<file path="src/rtl/cpu.sv">
// Accumulator CPU: 16x8 instruction and data memories, a T0..T4 step counter,
// and an 8-bit AC with a carry flag E that only ADD updates.
module cpu (
    input  logic         clk,
    input  logic         rst_n,
    input  logic [127:0] init_ins,
    input  logic [127:0] init_data,
    output logic         halted,
    output logic [7:0]   ac_out,
    output logic [3:0]   pc_out
);

    logic [3:0] PC;
    logic [3:0] AR;
    logic [7:0] IR;
    logic [7:0] AC;
    logic [7:0] DR;
    logic [7:0] TR;
    logic       E;
    logic [2:0] seq_out;
    logic [2:0] seq_d;
    logic       halted_q;
    logic [7:0] alu_out;
    logic [7:0] bus_output;
    logic [7:0] imem [16];
    logic [7:0] dmem [16];

    logic [3:0] op;
    logic [3:0] n;
    logic [8:0] sum9;
    logic       mem_rd;
    logic       exec;

    assign op     = IR[7:4];
    assign n      = IR[3:0];
    assign mem_rd = (op >= 4'h1) && (op <= 4'h4);
    assign exec   = ((seq_out == 3'd3) && !mem_rd) || (seq_out == 3'd4);

    assign halted = halted_q;
    assign ac_out = AC;
    assign pc_out = PC;

    // alu_out defaults to AC so ops that leave AC alone can write it back
    always_comb begin
        sum9    = {1'b0, AC} + {1'b0, DR};
        alu_out = AC;
        case (op)
            4'h0: begin
                if (n == 4'h1) begin
                    alu_out = AC - 8'd1;
                end else if (n == 4'h2) begin
                    alu_out = AC + 8'd1;
                end
            end
            4'h1: alu_out = sum9[7:0];
            4'h2: alu_out = AC - DR;
            4'h3: alu_out = AC & DR;
            4'h4: alu_out = DR;
            4'h6: begin
                case (n)
                    4'h0:    alu_out = 8'h00;
                    4'h1:    alu_out = ~AC;
                    4'h2:    alu_out = {AC[7], AC[7:1]};
                    4'h3:    alu_out = {AC[6:0], 1'b0};
                    4'h4:    alu_out = AC + 8'd1;
                    4'h5:    alu_out = AC - 8'd1;
                    4'h6:    alu_out = (~AC) + 8'd1;
                    default: alu_out = AC;
                endcase
            end
            4'h7:    alu_out = {4'b0, n};
            default: alu_out = AC;
        endcase
    end

    always_comb begin
        bus_output = AC;
        case (seq_out)
            3'd0:    bus_output = {4'b0, PC};
            3'd1:    bus_output = imem[AR];
            3'd2:    bus_output = {4'b0, n};
            3'd3:    bus_output = mem_rd ? dmem[AR] : AC;
            3'd4:    bus_output = DR;
            default: bus_output = AC;
        endcase
    end

    always_comb begin
        seq_d = 3'd0;
        if (halted_q) begin
            seq_d = seq_out;
        end else begin
            case (seq_out)
                3'd0:    seq_d = 3'd1;
                3'd1:    seq_d = 3'd2;
                3'd2:    seq_d = 3'd3;
                3'd3:    seq_d = mem_rd ? 3'd4 : 3'd0;
                default: seq_d = 3'd0;
            endcase
        end
    end

    always_ff @(posedge clk or negedge rst_n) begin
        if (!rst_n) begin
            PC       <= '0;
            AR       <= '0;
            IR       <= '0;
            AC       <= '0;
            DR       <= '0;
            TR       <= '0;
            E        <= 1'b0;
            seq_out  <= '0;
            halted_q <= 1'b0;
            for (int i = 0; i < 16; i++) begin
                imem[i] <= init_ins[8*i +: 8];
                dmem[i] <= init_data[8*i +: 8];
            end
        end else if (!halted_q) begin
            seq_out <= seq_d;
            case (seq_out)
                3'd0: AR <= PC;
                3'd1: begin
                    IR <= imem[AR];
                    PC <= PC + 4'd1;
                end
                3'd2: AR <= n;
                3'd3: begin
                    if (mem_rd) begin
                        DR <= dmem[AR];
                    end
                end
                default: ;
            endcase
            if (exec) begin
                AC <= alu_out;
                if (op == 4'h1) begin
                    E <= sum9[8];
                end
                // later PC assignments win; ops are mutually exclusive
                case (op)
                    4'h0: begin
                        if ((n == 4'h1) && (alu_out == 8'h00)) begin
                            PC <= PC + 4'd1;
                        end
                    end
                    4'h5: begin
                        dmem[AR] <= AC;
                        TR       <= AC;
                    end
                    4'h8: begin
                        TR <= {4'b0, PC};
                        PC <= n;
                    end
                    4'h9: begin
                        if (AC == 8'h00) begin
                            PC <= n;
                        end
                    end
                    4'hF: begin
                        if (n == 4'hF) begin
                            halted_q <= 1'b1;
                        end else if (AC != 8'h00) begin
                            PC <= n;
                        end
                    end
                    default: ;
                endcase
            end
        end
    end

endmodule

</file>
<file path="config.mk">
export PLATFORM = sky130hd
export DESIGN_NAME = cpu
export DESIGN_NICKNAME = d
export VERILOG_FILES = /design/src/rtl/cpu.sv
export SDC_FILE = /design/constraint.sdc
export NUM_CORES = 1
export LEC_CHECK = 0
export BUFFER_PORTS_ARGS = -buffer_cell sky130_fd_sc_hd__buf_4
export CORE_AREA = 2 2 105 107
export DETAILED_ROUTE_END_ITERATION = 8
export DIE_AREA = 0 0 107 109
export PLACE_DENSITY = 0.47
export SKIP_CTS_REPAIR_TIMING = 1
export SLEW_MARGIN = 20
export SYNTH_ARGS = -nofsm -noshare
export SYNTH_HDL_FRONTEND = slang
export SYNTH_SLANG_ARGS = --single-unit
</file>
<file path="constraint.sdc">
create_clock -name clk -period 1.1 [get_ports clk]
set_input_delay 0.11 -clock clk [delete_from_list [all_inputs] [get_ports clk]]
set_output_delay 0.11 -clock clk [all_outputs]
set_load 0.01 [all_outputs]
</file>
# Word level (Yosys, flattened, before mapping)
# Cells that the tools add are included.
# totals
in_bits	258
register_bits	164
out_inout_bits	13
# classes
order_cmp	4
n_reduce_logical	18
addsub	6
muxes	27
n_eq_ne	21
bitwise	4
# op_table
cell	count
bitwise mux 128 bit	1
one-hot mux 8 bit (7 select lines)	2
binary-select mux 8 bit (select 4 bit)	2
two-way mux 8 bit	7
demux 8 bit (select 4 bit)	1
equality test 4 x 3 -> 1 bit, second input constant	7
two-way mux 4 bit	6
adder 8 x 1 -> 8 bit, second input constant	2
equality test 4 x 2 -> 1 bit, second input constant	4
equality test 4 bit, second input constant	4
zero test 8 bit	2
one-hot mux 4 bit (4 select lines)	1
one-hot mux 3 bit (4 select lines)	1
adder 8 bit	1
AND 8 bit	1
equality test 4 x 1 -> 1 bit, second input constant	2
zero test 4 bit	2
NOT 8 bit	1
one-hot mux 4 bit (2 select lines)	1
nonzero test 8 bit	1
subtractor 8 x 1 -> 8 bit, second input constant	1
subtractor 8 bit	1
equality test 3 x 2 -> 1 bit, second input constant	2
AND reduction 2 bit	3
17 further kinds	24

# Logic depth before layout (Yosys ltp)
# Gate-level depths: netlist (run 1).
# logic_depth
word_depth	9
depth_mapped	4
ltp_nobuf	4

# Worst setup path before layout (run 1)
# No wires, ideal clock.
# synth_path
path_type	flip-flop to flip-flop
from	register PC[0], in the netlist pc_out[0]
to	register PC[1], in the netlist pc_out[1]
slack_ps	10
setup_ps	125
arrival_time_ps	965
path_stages_with_launch	3
path_cell_list	dfrtp_1 -> ha_1 -> mux2_2
# synth_via
elab_chain_len	6
# synth_lines
element	line_no	source
start: declaration	13	logic [3:0] PC;
start signal: assignment	124	PC <= PC + 4'd1;
start signal: assignment	143	PC <= PC + 4'd1;
start signal: assignment	152	PC <= n;
adder 4 x 1 -> 4 bit *	124, 143	
two-way mux 4 bit	120	case (seq_out)
two-way mux 4 bit	162	end else if (AC != 8'h00) begin
two-way mux 4 bit	160	if (n == 4'hF) begin
one-hot mux 4 bit (4 select lines)	140	case (op)
two-way mux 4 bit *	134	if (exec) begin
# Mark *: on every way between the ends. The rest lies on a longest branch, timed or not.
# A chain may end at the register's enable or synchronous reset.

# Worst setup path in the final report (run 1)
# layout_path
from	register seq_out[1]
to	register PC[1], in the netlist pc_out[1]
# layout_via
elab_chain_len	6
# layout_lines
element	line_no	source
start: declaration	20	logic [2:0] seq_out;
start signal: assignment	119	seq_out <= seq_d;
equality test 3 x 1 -> 1 bit	--	
two-way mux 4 bit	120	
two-way mux 4 bit	162	
two-way mux 4 bit	160	
one-hot mux 4 bit (4 select lines)	140	
two-way mux 4 bit *	134	
end signal: assignment	143	
end signal: assignment	152	
end signal: assignment	163	PC <= n;
# Marks and branches as above.

==> results.toml, run 1 <==
[status]
status = "finished, final reports clean"

[route]
drc = 0
vias = 211
vias_per_cell = 1.159
first_iter_violations = 0
firstDrtPassIters = 1
drtAntennaViolNets = 0
wl_per_cell_um = 3.209
drt-total-wl_um = 584

[global_route]
met2_usage_pct = 1.729
grt_pass1_vias = 192
grt_use_met1_pct = 1.042
grt.total_usage_pct = 0.9931
grt_max_degree = 7
grt_overflow_total = 0
top_usage_layer = "met2"
grt_pass1_wl_um = 855
antenna_found_initial = 0
use_met3_pct = 0.7173

[place]
port_buffers = 5
dpl.hpwl_um = 437.6
place_congestion = 0.5810
place_ws_ps = -23.11
placed_area_um2 = 545.5

[sta]
hold_viol_final = 0
rsz0062_at_grt = "no"
drv_slew = 0
finalCritPeriodShare_pct = 94.82
setup_viol = 0
period_needed_ps = 1043
fin_ws_ps = 57.01
clock.fmax_ghz = 0.9588
skew_ps = 0.9362

[logic_synthesis]
synth-seq-area-share_pct = 45.11
synthCells = 29
synth.avg_cell_area_um2 = 11.48
synth_top_cell_area_share_pct = 45.11
yosysWarnings = 128
yosys-top-cells-area = "dfrtp_1 45%, buf_4 20%, ha_1 15%"
ys_ff_latch = 6
synth_cell_type_count = 11
netlist_area_um2 = 332.8
yosys.area.top_type = "dfrtp_1"

[clock_network]
worstSkewPairLatency_ps = 220
cts_buffers = 3
cts_buffer_depth = 2
numClockSinks = 6
tritoncts = "built"
cts_root_buffer = "clkbuf_8"
cts.clk_slew.worst_paths_ps = 30
htreeDepth = 1

[power]
p_leak_nw = 0.2440
ir_worst_vdd_uv = 842.3
power_uw = 563.0
pwr_density_cell_nw_per_um2 = 901.8

[hold_path]
hp-class = "in -> async"

[job]
max_cap_violations = 0

[critical_path]
cp_slowest_cell = "dfrtp_1"
path_class = "reg -> reg"
start_kind = "flip-flop"
end_kind = "flip-flop"
crit_chain = "inv_2, ha_4, mux2_4"
crit_required_ps = 1200
cp_max_fo = 4
critPathMaxStageDelay_ps = 380
arrival_ps = 1140

[die]
die_area_um2 = 11660
die_h_um = 109
die_w_um = 107
top_level_ports = 271
core-area_um2 = 10600
std_cell_rows = 38
start_util_pct = 3.139

[cells_and_area]
nNetsFinal = 306
fin_area_um2 = 624.3
final_cell_mix = "9 x conb_1, 9 x buf_4, 6 x dfrtp_1"
diodes = 0
drive_above_1_share_pct = 45.24
area_growth_pct = 87.59
[cell type report]
type / instances / area (um^2)
fillers: 1240 / 9978
flip-flops and latches: 6 / 150.1
repair buffers: 11 / 88.84
inverters: 2 / 7.507
clock buffers: 3 / 41.29
well taps: 140 / 175.2
multi-input cells: 20 / 161.4
[per-stage QoR]
stage	util [%]	TNS (ps)	std cells	hold slack [ps]
after floorplan	-	0	37	-185.6
after global placement	5.145	-10.38	178	-77.55
after detailed placement	5.145	-23.11	178	-78.19
after CTS	5.535	-45.41	181	-307.6
after global routing	5.889	0	182	250.2
final	5.889	0	182	236.3
[state kept, by name, summed over array words and instances (netlist names)]
register and cells:
pc_out 4, seq_out 2
[cells by family (layout without fill, tap and decap cells)]
group / after synthesis / count (layout) / share of synthesized area [%]
xor gates and xnor gates: 3 / 3 / 7.896
adders and majority gates: 4 / 4 / 15.04
buffers and inverters: 11 / 16 / 22.56
muxes: 1 / 1 / 3.383
other: 1 / 9 / 1.127
and+or+nand+nor: 3 / 3 / 4.889
DFF: 6 / 6 / 45.11
[synthesized netlist by cell type]
master and number:
nand2_1 1, ha_1 4, or2_2 1, inv_1 2
xor2_1 1, nand4_1 1, xnor2_1 2, conb_1 1
dfrtp_1 6, buf_4 9, mux2_2 1
[critical path, delay by kind of cell (launching register included)]
family                   cells  cell delay [ps]
flip-flops                   1              380
multiplexers                 1              300
adder cells (fa/ha/maj)      1              150
buffers and inverters        1               90
[power breakdown]
| part | internal (mW) | switching, mW | total (mW) | leakage, nW |
|---|---|---|---|---|
| logic | 0.00468 | 0.0182 | 0.0229 | 0.152 |
| clock network | 0.234 | 0.0839 | 0.318 | 0.0216 |
| registers | 0.222 | 0 | 0.222 | 0.0700 |
| total | 0.461 | 0.102 | 0.563 | 0.244 |
[final timing paths]
kind | startpoint | end | slack [ps] | cells after the start
worst min-delay path | rst_n | seq_out[1] | 240 | 2
min in group clk | pc_out[3] | pc_out[3] | 480 | 1
worst max-delay path | seq_out[1] | pc_out[1] | 60 | 3
worst max register to register | seq_out[1] | pc_out[1] | 60 | 3
worst min register to register | pc_out[3] | pc_out[3] | 480 | 1
max in group asynchronous | rst_n | pc_out[0] | 750 | 2
[layer usage]
layer  routed length [um]  vias up
li1                     -       98
met1                  228      100
met2                  306       13
met3                   48        0
met4                    0        0
met5                    0        -
Note: power is estimated with default switching activity, not from simulation.
==> run 2, diff against run 1 <==
Settings changed: REMOVE_ABC_BUFFERS set to 1.
==> run 2 against run 1 <==
Compared with the run above: clock-buffer cell count is the same; combinational power is essentially flat; worst setup slack worse by 27 ps; first-iteration DRC count stayed put; cell count down 1.1%; sequential power about the same; utilization fell by 0.26 points; global-route usage about the same; design area decreased by 4.4%; clock skew hardly changed; register-to-register slack got worse by 30 ps; clock power is 2% higher; largest cell class unchanged; largest power group unchanged.
==> results.toml, run 2 (synthesis results as in run 1) <==
[status]
status = "finished, final reports clean"

[clock_network]
tritoncts = "built"
htreeDepth = 1
cts.clk_slew.worst_paths_ps = 40
cts_buffers = 3
worstSkewPairLatency_ps = 220
numClockSinks = 6
cts_root_buffer = "clkbuf_8"
cts_buffer_depth = 2

[critical_path]
crit_required_ps = 1200
path_class = "reg -> reg"
r2r-end = "seq_out[0]"
end_kind = "flip-flop"
r2r-start = "seq_out[0]"
arrival_ps = 1170
worstSetupStartpoint = "seq_out[0]"
ff2ff_setup_slack_ps = 30
worstRegToRegCells = 3
cp_max_fo = 2
start_kind = "flip-flop"

[sta]
clock.fmax_ghz = 0.9343
timing.hold.ws_ps = 233.3
hold_viol_final = 0
fin_setup_tns_ps = 0
setup_viol = 0
fin_ws_ps = 29.72
drv_slew = 0
period_needed_ps = 1070
finalCritPeriodShare_pct = 97.30
skew_ps = 0.6059

[cells_and_area]
fill_cells = 1244
diodes = 0
nNetsFinal = 304
largest_reg_flops = 4
area_growth_pct = 79.32
drive_above_1_share_pct = 40.00
fin_area_um2 = 596.8
final_common_cell = "conb_1"
final_cell_mix = "9 x conb_1, 8 x buf_4, 6 x dfrtp_1"
final_cells = 180

[global_route]
grt_pass1_vias = 189
grt_pass1_wl_um = 883
grt_overflow_total = 0
antenna_found_initial = 0
grt.total_usage_pct = 1.031
grt_max_degree = 7

[route]
drc = 0
firstDrtPassIters = 1
vias_per_cell = 1.050
drtAntennaViolNets = 0
first_iter_violations = 0
drt-total-wl_um = 552
vias = 189
wl_per_cell_um = 3.067

[place]
port_buffers = 5
place_inst = 177
placed_area_um2 = 538.0
place_congestion = 0.5744
place_ws_ps = 5.782

[die]
die_h_um = 109
die_area_um2 = 11660
top_level_ports = 271
start_util_pct = 3.139
std_cell_rows = 38
core-area_um2 = 10600
die_w_um = 107

[power]
p_leak_nw = 0.2335
ir_worst_vdd_uv = 961.1
pwr_density_cell_nw_per_um2 = 951.1

[job]
max_cap_violations = 0

[hold_path]
hp-class = "in -> async"
run 2: cell count changes in the layout (fill, tap and decap cells not counted):
cell / before / now
mux2_2: 0 / 1
buf_6: 1 / 0
mux2_4: 1 / 0
or2_4: 1 / 0
or2_2: 0 / 1
ha_2: 2 / 1
ha_1: 1 / 2
buf_4: 9 / 8
run 2: stage by stage:
step	total power [mW]	util, %
floorplan	0.2381	-
global placement	0.2448	5.074
detailed placement	0.2447	5.074
CTS	0.5785	5.464
global route	0.5973	5.629
finish	0.5676	5.629
run 2: worst max path at each step:
stage | to | slack, ps | cells after the start
4_1_cts | pc_out[1] | 0.8 | 3
3_5_place_dp | pc_out[1] | 6 | 3
3_3_place_gp | pc_out[1] | 20 | 3
6_report | seq_out[0] | 30 | 3
2_1_floorplan | pc_out[1] | 10 | 2
5_1_grt | seq_out[0] | -10 | 3
run 2: metal layers:
metal  up-vias  track usage, %  routed length [um]
li1         95               -                   -
met1        83           1.221                 274
met2        11           1.456                 245
met3         0          0.5977                  32
met4         0          0.5566                   0
met5         -               0                   0
run 2: cell type report:
type	instances	area (um^2)	share of cell area, %
inverters	2	7.507	1.258
clock buffers	3	41.29	6.918
multi-input cells	20	152.6	25.58
well taps	140	175.2	29.35
flip-flops and latches	6	150.1	25.16
repair buffers	9	70.07	11.74
run 2: where the power goes:
part	internal [mW]	switching, mW
logic	0.00468	0.0181
clock network	0.235	0.0883
registers	0.222	0
run 2: critical path: stages (launching register included):
cell and delay (ps):
dfrtp_1 400, inv_1 80, ha_1 190, or2_2 280
